File: config.mk
export PLATFORM = sky130hd
export DESIGN_NAME = toggle_counter_flat
export DESIGN_NICKNAME = d
export VERILOG_FILES = /design/src/rtl/toggle_counter_pkg.sv /design/src/rtl/toggle_counter_if.sv /design/src/rtl/toggle_counter_tff_cell.sv /design/src/rtl/toggle_counter.sv /design/src/flat_wrapper.sv
export SDC_FILE = /design/constraint.sdc
export NUM_CORES = 1
export LEC_CHECK = 0
export ABC_AREA = 0
export BUFFER_PORTS_ARGS = -buffer_cell sky130_fd_sc_hd__clkbuf_2
export CORE_ASPECT_RATIO = 1.1
export CORE_MARGIN = 1.5
export CORE_UTILIZATION = 28
export CTS_CLUSTER_SIZE = 10
export DETAILED_ROUTE_END_ITERATION = 6
export SYNTH_ARGS = -nofsm -noshare
export SYNTH_HDL_FRONTEND = slang
export SYNTH_HIERARCHICAL = 1
export SYNTH_SLANG_ARGS = --single-unit
File: constraint.sdc
create_clock -name clk -period 3.85 [get_ports clk]
set_clock_uncertainty 0.05 [all_clocks]
set_input_delay 0.385 -clock clk [delete_from_list [all_inputs] [get_ports clk]]
set_output_delay 0.385 -clock clk [all_outputs]
set_load 0.02 [all_outputs]
File: src/rtl/toggle_counter_pkg.sv
// Shared mode encodings for the toggle counter and its bench.
// Pure type/constant package; no logic, latency or flow control of its own.
package tff_pkg;

    typedef enum logic [1:0] {
        MODE_HOLD   = 2'b00,
        MODE_TOGGLE = 2'b01,
        MODE_UP     = 2'b10,
        MODE_DOWN   = 2'b11
    } mode_e;

    localparam int MODE_W = 2;

endpackage

File: src/rtl/toggle_counter_if.sv
// Control/data bundle between a toggle counter and whoever drives it.
// Wires only: no latency, no backpressure (the counter accepts one command per clk).
interface toggle_counter_if
    import tff_pkg::*;
#(
    parameter int WIDTH = 8
);
    logic             en;
    logic             load;
    logic [WIDTH-1:0] d;
    mode_e            mode;
    logic [WIDTH-1:0] t;
    logic [WIDTH-1:0] q;
    logic             tc;

    modport master (
        output en, load, d, mode, t,
        input  q, tc
    );

    modport slave (
        input  en, load, d, mode, t,
        output q, tc
    );
endinterface

File: src/rtl/toggle_counter_tff_cell.sv
// Single T flip-flop with synchronous active-high reset and enable.
// Latency: one clk edge; no backpressure.
module tff_cell (
    input  logic clk,
    input  logic rst,
    input  logic en,
    input  logic t,
    output logic q
);

    always_ff @(posedge clk) begin
        if (rst) begin
            q <= 1'b0;
        end else if (en) begin
            q <= q ^ t;
        end
    end

endmodule

File: src/rtl/toggle_counter.sv
// Loadable toggle / up / down counter built from WIDTH T flip-flops, with a wrap pulse on tc.
// Latency: inputs at edge N appear on q/tc right after edge N; no backpressure, en=0 simply holds.
module toggle_counter
    import tff_pkg::*;
#(
    parameter int WIDTH     = 8,
    parameter int MAX_COUNT = 2**WIDTH - 1
) (
    input  logic             clk,
    input  logic             rst,
    toggle_counter_if.slave  bus
);

    if (WIDTH < 1) begin : g_bad_width
        $error("toggle_counter: WIDTH must be at least 1");
    end
    if ((MAX_COUNT < 1) || (MAX_COUNT > 2**WIDTH - 1)) begin : g_bad_max
        $error("toggle_counter: MAX_COUNT out of range 1..2**WIDTH-1");
    end

    localparam logic [WIDTH-1:0] MAX_Q = WIDTH'(MAX_COUNT);

    logic [WIDTH-1:0] q_bits;
    logic [WIDTH-1:0] up_t;
    logic [WIDTH-1:0] dn_t;
    logic [WIDTH-1:0] nxt;
    logic [WIDTH-1:0] cell_t;
    logic [WIDTH-1:0] load_val;
    logic             at_top;
    logic             at_zero;
    logic             wrap;
    logic             tc_r;

    // Ripple toggle enables: bit i flips when all lower bits are 1 (up) or 0 (down).
    always_comb begin
        up_t    = '0;
        dn_t    = '0;
        up_t[0] = 1'b1;
        dn_t[0] = 1'b1;
        for (int i = 1; i < WIDTH; i++) begin
            up_t[i] = up_t[i-1] &  q_bits[i-1];
            dn_t[i] = dn_t[i-1] & ~q_bits[i-1];
        end
    end

    assign at_top   = (q_bits >= MAX_Q);
    assign at_zero  = (q_bits == '0);
    assign load_val = (bus.d > MAX_Q) ? MAX_Q : bus.d;

    always_comb begin
        nxt  = q_bits;
        wrap = 1'b0;
        if (bus.load) begin
            nxt = load_val;
        end else begin
            unique case (bus.mode)
                MODE_HOLD: begin
                    nxt = q_bits;
                end
                MODE_TOGGLE: begin
                    nxt = q_bits ^ bus.t;
                end
                MODE_UP: begin
                    if (at_top) begin
                        nxt  = '0;
                        wrap = 1'b1;
                    end else begin
                        nxt = q_bits ^ up_t;
                    end
                end
                MODE_DOWN: begin
                    if (at_zero) begin
                        nxt  = MAX_Q;
                        wrap = 1'b1;
                    end else begin
                        nxt = q_bits ^ dn_t;
                    end
                end
                default: begin
                    nxt = q_bits;
                end
            endcase
        end
    end

    // Loads and wraps reach the cells as ordinary toggles: flip exactly the bits that differ.
    assign cell_t = q_bits ^ nxt;

    for (genvar i = 0; i < WIDTH; i++) begin : g_cell
        tff_cell u_cell (
            .clk (clk),
            .rst (rst),
            .en  (bus.en),
            .t   (cell_t[i]),
            .q   (q_bits[i])
        );
    end

    always_ff @(posedge clk) begin
        if (rst) begin
            tc_r <= 1'b0;
        end else if (!bus.en) begin
            tc_r <= 1'b0;
        end else begin
            tc_r <= wrap;
        end
    end

    assign bus.q  = q_bits;
    assign bus.tc = tc_r;

endmodule
File: src/flat_wrapper.sv
// flat-port wrapper written by rule: the top's interface ports become plain ports
module toggle_counter_flat import tff_pkg::*;
#(
    parameter int WIDTH     = 8,
    parameter int MAX_COUNT = 2**WIDTH - 1
)
  (clk, rst, bus_en, bus_load, bus_d, bus_mode, bus_t, bus_q, bus_tc);
  toggle_counter_if #(.WIDTH(WIDTH)) bus_i ();
  input  logic clk;
  input  logic rst;
  input wire logic [$bits(bus_i.en)-1:0] bus_en;
  input wire logic [$bits(bus_i.load)-1:0] bus_load;
  input wire logic [$bits(bus_i.d)-1:0] bus_d;
  input wire logic [$bits(bus_i.mode)-1:0] bus_mode;
  input wire logic [$bits(bus_i.t)-1:0] bus_t;
  output wire logic [$bits(bus_i.q)-1:0] bus_q;
  output wire logic [$bits(bus_i.tc)-1:0] bus_tc;
  assign bus_i.en = bus_en;
  assign bus_i.load = bus_load;
  assign bus_i.d = bus_d;
  assign bus_i.mode = bus_mode;
  assign bus_i.t = bus_t;
  assign bus_q = bus_i.q;
  assign bus_tc = bus_i.tc;
  toggle_counter #(.WIDTH(WIDTH), .MAX_COUNT(MAX_COUNT)) u_core (.clk(clk), .rst(rst), .bus(bus_i));
endmodule
==> key figures, run 1 <==
Place
  – Inst Count DP: 239
  – Port bufs: 30
  – DP Worst Slack: 850.8 ps
  – RePlAce Congestion: 0.8050
  – Dpl hpwl: 2.605 mm

Global routing
  – Pin count of the biggest net entering global routing: 20
  – Gr ovfl total: 0
  – Global-route wire length before repair: 5.733 mm
  – Initial antenna violation count: 0
  – Total track usage: 0.1481
  – Vias in the first global route: 1,251

Finish
  – Post-route insts no fill: 243
  – Share of layout cells above drive strength 1: 0.2434
  – Finished Core Util: 0.3502
  – Area growth syn-to-layout: 18.16%
  – Register area: 180.2 µm²
  – Area occupied by multi-input gates: 1046 µm²
  – Total inserted antenna cells: 0
  – # fillers: 473
  – Final nets: 224

Logic synthesis
  – Yosys cell types: 40
  – Seq/Total Area, Yosys: 0.1398
  – Syn Nets: 195
  – Ys Warns: 6
  – Main synth FF type: dfxtp_1
  – Seq cells post-synth: 9
  – Top post-synthesis cells by count: 13 x nand2_1, 12 x ha_1, 12 x nor2_1
  – Syn_area_per_cell: 8.005 µm²
  – Count leader, synth: nand2_1
  – Post-Syn Instances: 161
  – EDFF count, synth: 0
  – Async S/R FF share, synth: 0
  – Top cells by area, synth: dfxtp_1 14%, ha_1 12%, a21bo_1 6.2%
  – Yosys top cell area share: 0.1398
  – Syn Std Cell Area: 1289 µm²
  – Yosys top cell by area: dfxtp_1

Timing
  – Max Slew Vio Count: 0
  – Final period util: 0.7860
  – TNS Setup: 0 ps
  – Final min period: 3026 ps
  – Worst-margin pin slew: 695.8 ps
  – RSZ-0062 raised after global routing: false
  – Setup Viol. Count Final: 0
  – Fmax: 330.5 MHz
  – Relative slew slack: 0.5352
  – Final hold vios: 0
  – PnR worst setup slack: 823.9 ps

Route
  – DRT Wirelength: 3.343 mm
  – Drt first-iter violations: 53
  – Wire per inst: 13.76 µm
  – Post-DRT Antenna Nets: 0
  – Vias: 1,312
  – Number of remaining DRC errors: 0
  – DRT Pass-1 Iters: 4
  – Via/cell ratio: 5.399

Setup path
  – Worst setup EP type: flop
  – Worst Reg-to-Reg Cells: 13
  – CP max FO: 9
  – R2r setup slk: 820 ps
  – CP max stage delay: 480 ps
  – Critical path cell sequence: inv_1, ha_1, ha_1, ha_1, ha_1, ha_1, ha_1, mux2i_1, xnor2_1, a221oi_1, o311ai_0, nand3b_1, a21oi_2
  – CP Capture Point: u_core/g_cell[7].u_cell/q
  – CP max-delay cell: dfxtp_1
  – Worst Path Buf+Inv: 1
  – CP Launch Type: flop
  – Top cell family by delay on the critical path: adder cells
  – Crit Reg-Reg Startpoint: u_core/g_cell[0].u_cell/q
  – Worst R2R End: u_core/g_cell[7].u_cell/q
  – CP arrival: 3140 ps
  – Worst path most repeated cell: ha_1
  – WS Path Type: flop to flop
  – Critical Path Source: u_core/g_cell[0].u_cell/q
  – Critical Path RT: 3970 ps
  – Critical path depth in cells: 13

CTS
  – PostCTS Resize Cnt: 0
  – Clk sinks: 9
  – Postcts setup bufs: 0
  – TritonCTS clock tree: yes
  – Clock Latency Late Sink: 230 ps
  – Hold buffer count at cts: 0
  – Root Buffer: clkbuf_8
  – CTS clk-pin slew, worst paths: 50 ps
  – Cts bufs inserted: 3
  – Clock Tree Buf Depth: 2
  – H-tree lvl count: 1

Floorplan
  – Cell Rows: 25
  – Die Height: 74.16 µm
  – Die area: 5019 µm²
  – Initial Utilization: 0.2964
  – Die Wd: 67.69 µm
  – # IOs: 31
  – Core area: 4348 µm²

Hold path
  – Min-Delay Path Class: input pin to flop

Pwr
  – Worst vdd ir: 150.7 µV
  – PwrDens: 342.0 nW/µm²
  – Pleak: 0.6362 nW
  – Total Power: 520.8 µW

Flow run
  – Max cap viols: 0

Status
  – Status: finished, final reports clean
[worst min path at each step]
stage                              startpoint                         to  slack, ps  cells past startpoint
finish                                    rst  u_core/g_cell[5].u_cell/q        450                      2
global route                              rst  u_core/g_cell[2].u_cell/q        480                      2
CTS                                       rst  u_core/g_cell[5].u_cell/q        450                      2
detailed placement  u_core/g_cell[1].u_cell/q  u_core/g_cell[1].u_cell/q        610                      2
global placement    u_core/g_cell[1].u_cell/q  u_core/g_cell[1].u_cell/q        600                      2
floorplan                                 rst  u_core/g_cell[0].u_cell/q        400                      1
[final cells by class]
type | instances | area share
inverters | 9 | 0.02219
repair buffers | 30 | 0.09860
clock buffers | 4 | 0.02958
flip-flops and latches | 9 | 0.1183
multi-input cells | 137 | 0.6869
well taps | 54 | 0.04437
[power by group]
| group | switching [mW] | internal, mW |
|---|---|---|
| Clock | 0.0376 | 0.0722 |
| Sequential | 0.0332 | 0.106 |
| Combinational | 0.144 | 0.128 |
[per-stage QoR]
step           hold WS (ps)  cell area [µm²]
3_3_place_gp          603.0             1478
4_1_cts               447.0             1523
3_5_place_dp          611.1             1478
5_1_grt               484.0             1523
2_1_floorplan         397.4             1289
6_report              453.3             1523
[metal layers]
layer | global-route usage | routed length, µm
met1 | 0.1925 | 1571
met2 | 0.2538 | 1591
met3 | 0.03480 | 165
met4 | 0.02041 | 15
met5 | 0 | 0
[registers in the layout, summed over array words and instances, names as in the netlist]
name                    flops
u_core/bus.tc               1
u_core/g_cell.u_cell/q      8
[placed cells by master, fill, tap and decap left out, types with 2 or more instances in the layout]
cell and n:
o311ai_0 4, nand3_1 2, nand2b_1 8, xnor2_1 4, inv_1 9, a21oi_2 8
clkbuf_8 3, o22ai_1 3, a221oi_1 6, mux2i_1 3, a41oi_1 3, nor2_1 12
xor2_1 5, clkbuf_2 30, nand3b_1 8, a21bo_1 8, o21ai_0 2, dfxtp_1 9
nand2_1 13, or4_1 3, ha_1 12, o211ai_1 3, a21oi_1 10, a221o_1 4
[kinds of logic (layout without fill, tap and decap cells)]
group | count (synthesis) | in the layout | synth area share
fa+ha+maj | 12 | 12 | 0.1165
buf+inv | 15 | 43 | 0.04854
xor+xnor | 9 | 9 | 0.06116
simple gates | 54 | 54 | 0.2447
compound gates | 59 | 59 | 0.3660
mux | 3 | 3 | 0.02330
flops | 9 | 9 | 0.1398
[worst register-to-register path: cells and delay by family, from the launching register on]
family,cells,cell delay (ps)
multiplexers,1,210
flip-flops,1,480
XOR/XNOR,1,170
adder cells (fa/ha/maj),6,1110
AND/OR/NAND/NOR,1,150
buffers and inverters,1,100
AO/OA/AOI/OAI,3,690
Note: power is estimated with default switching activity, not from simulation.
==> inputs of run 2 (changes only) <==
clock period = 2.6 ns   (was 3.85 ns; I/O delays follow)
==> key figures, run 2 (same netlist as run 1, synthesis figures left out) <==
Global routing
  – Total track usage: 0.1580 (+0.009929)
  – Global-route wire length before repair: 6.044 mm (+5.4%)
  – Pin count of the biggest net entering global routing: 18 (-10%)
  – Gr ovfl total: 0 (unchanged)
  – Initial antenna violation count: 0 (unchanged)
  – Vias in the first global route: 1,286 (+2.8%)

Route
  – Number of remaining DRC errors: 0 (unchanged)
  – Drt first-iter violations: 72 (+36%)
  – Via/cell ratio: 5.409 (+0.19%)
  – Vias: 1,374 (+4.7%)
  – DRT Pass-1 Iters: 4 (unchanged)
  – DRT Wirelength: 3.740 mm (+12%)
  – Post-DRT Antenna Nets: 0 (unchanged)
  – Wire per inst: 14.72 µm (+7.0%)

Setup path
  – Worst setup EP type: flop
  – CP Capture Point: u_core/g_cell[7].u_cell/q
  – CP max FO: 3 (-6)
  – WS Path Type: flop to flop
  – Worst R2R End: u_core/g_cell[7].u_cell/q
  – R2r setup slk: 70 ps (-750 ps)
  – Crit Reg-Reg Startpoint: u_core/g_cell[1].u_cell/q
  – CP Launch Type: flop
  – Critical Path Source: u_core/g_cell[1].u_cell/q
  – CP arrival: 2640 ps (-500 ps)
  – Critical Path RT: 2710 ps (-1260 ps)
  – Worst Reg-to-Reg Cells: 13 (unchanged)

Finish
  – Total inserted antenna cells: 0 (unchanged)
  – Post-route insts no fill: 254 (+4.5%)
  – Most common cell after layout, fill and taps aside: clkbuf_2
  – Area growth syn-to-layout: 34.76%
  – Final nets: 235 (+4.9%)
  – Design area: 1737 µm² (+14%)
  – Share of layout cells above drive strength 1: 0.3850 (+0.1416)
  – Register name with the most flops: u_core/g_cell.u_cell/q
  – Most frequent cells in the layout: 30 x clkbuf_2, 13 x nand2_1, 12 x nor2_1
  – Finished Core Util: 0.3994 (+0.04921)
  – Max reg flops: 8 (unchanged)

Pwr
  – Pleak: 0.6989 nW (+9.9%)
  – Psw: 359.6 µW (+67%)
  – Worst vdd ir: 232.7 µV (+54%)
  – Seq pwr share: 0.211 (-0.056)
  – Clock power frac: 0.183 (-0.028)
  – Sw frac: 0.4038 (-0.009290)
  – Gate power share: 0.607 (+0.085)
  – P_int: 531.0 µW (+74%)
  – PwrDens: 512.9 nW/µm² (+50%)

CTS
  – Clock Latency Late Sink: 230 ps (about the same)
  – Clock Tree Buf Depth: 2 (unchanged)
  – Clk sinks: 9 (unchanged)
  – Hold buffer count at cts: 0 (unchanged)
  – CTS clk-pin slew, worst paths: 50 ps (about the same)
  – TritonCTS clock tree: yes
  – Root Buffer: clkbuf_8
  – Cts bufs inserted: 3 (unchanged)
  – H-tree lvl count: 1 (unchanged)

Timing
  – Final hold vios: 0 (unchanged)
  – Setup Viol. Count Final: 0 (unchanged)
  – Fmax: 395.7 MHz (+20%)
  – Worst-margin pin slew: 582.4 ps (-113.4 ps)
  – Max Slew Vio Count: 0 (unchanged)
  – Final min period: 2527 ps (-498.9 ps)
  – Final period util: 0.9720 (+0.1860)
  – Relative slew slack: 0.6068 (+0.07166)
  – Worst Hold Slack: 339.3 ps (-114.0 ps)

Place
  – Port bufs: 30 (unchanged)
  – RePlAce Congestion: 0.8437 (+4.8%)
  – Dpl hpwl: 2.809 mm (+7.8%)
  – Placed Instance Area: 1569 µm² (+6.2%)
  – Inst Count DP: 249 (+4.2%)

Floorplan
  – # IOs: 31 (unchanged)
  – Core area: 4348 µm² (unchanged)
  – Initial Utilization: 0.2964 (unchanged)
  – Die Height: 74.16 µm (unchanged)
  – Die Wd: 67.69 µm (unchanged)
  – Cell Rows: 25 (unchanged)
  – Die area: 5019 µm² (unchanged)

Status
  – Status: finished, final reports clean

Hold path
  – Min-Delay Path Class: input pin to flop

Flow run
  – Max cap viols: 0 (unchanged)
==> run 2: worst max-delay path: stages (launching register included) <==
cell	delay, ps
dfxtp_4	360
inv_4	40
ha_4	150
ha_4	160
ha_4	160
ha_4	150
ha_4	150
ha_2	180
mux2i_4	170
xnor2_2	100
a221oi_2	320
o311ai_2	130
a21bo_1	220
a21oi_2	120
==> run 2: repair_timing <==
| action | 4_1_cts | 5_1_grt |
|---|---|---|
| gates resized for setup | 10 | 13 |
| gates cloned | 0 | 0 |
| pin swaps | 7 | 7 |
| endpoints found under the setup margin | 2 | 2 |
| buffers inserted | 1 | 0 |
==> run 2: layout make-up <==
cell class	count	area [µm²]
clock buffers	4	45.04
fillers	457	2611
inverters	9	36.28
multi-input cells	137	1166
flip-flops and latches	9	188.9
well taps	54	67.56
repair buffers	41	232.7
==> run 2: per-stage QoR <==
| stage | TNS [ps] | total power, mW | setup slack (ps) |
|---|---|---|---|
| 3_5_place_dp | -174.6 | 0.6434 | -125.2 |
| 6_report | 0 | 0.8907 | 72.82 |
| 4_1_cts | 0 | 0.8429 | 4.285 |
| 2_1_floorplan | 0 | 0.5051 | 22.87 |
| 5_1_grt | -19.93 | 0.9636 | -19.93 |
| 3_3_place_gp | -17.15 | 0.6415 | -17.15 |
==> run 2: how the worst min path moves through the flow <==
stage,start,end,slack [ps],cells after the start
floorplan,rst,u_core/g_cell[0].u_cell/q,260,1
CTS,rst,u_core/g_cell[0].u_cell/q,350,2
global route,rst,u_core/g_cell[0].u_cell/q,360,2
global placement,u_core/g_cell[2].u_cell/q,u_core/g_cell[2].u_cell/q,510,2
detailed placement,u_core/g_cell[2].u_cell/q,u_core/g_cell[2].u_cell/q,520,2
finish,rst,u_core/g_cell[1].u_cell/q,340,2
==> run 2: power groups by stage <==
stage	Combinational [mW]	Clock (mW)	Sequential (mW)
detailed placement	0.454	0	0.189
CTS	0.490	0.166	0.186
finish	0.540	0.163	0.188
floorplan	0.290	0	0.215
global route	0.592	0.179	0.192
global placement	0.454	0	0.187
==> run 2: per-layer routing <==
layer	global-route usage	vias to the layer above	routed length, µm
met4	0.03401	0	51
met5	0	-	0
li1	-	693	-
met2	0.2832	32	1908
met1	0.1932	645	1665
met3	0.03177	4	115
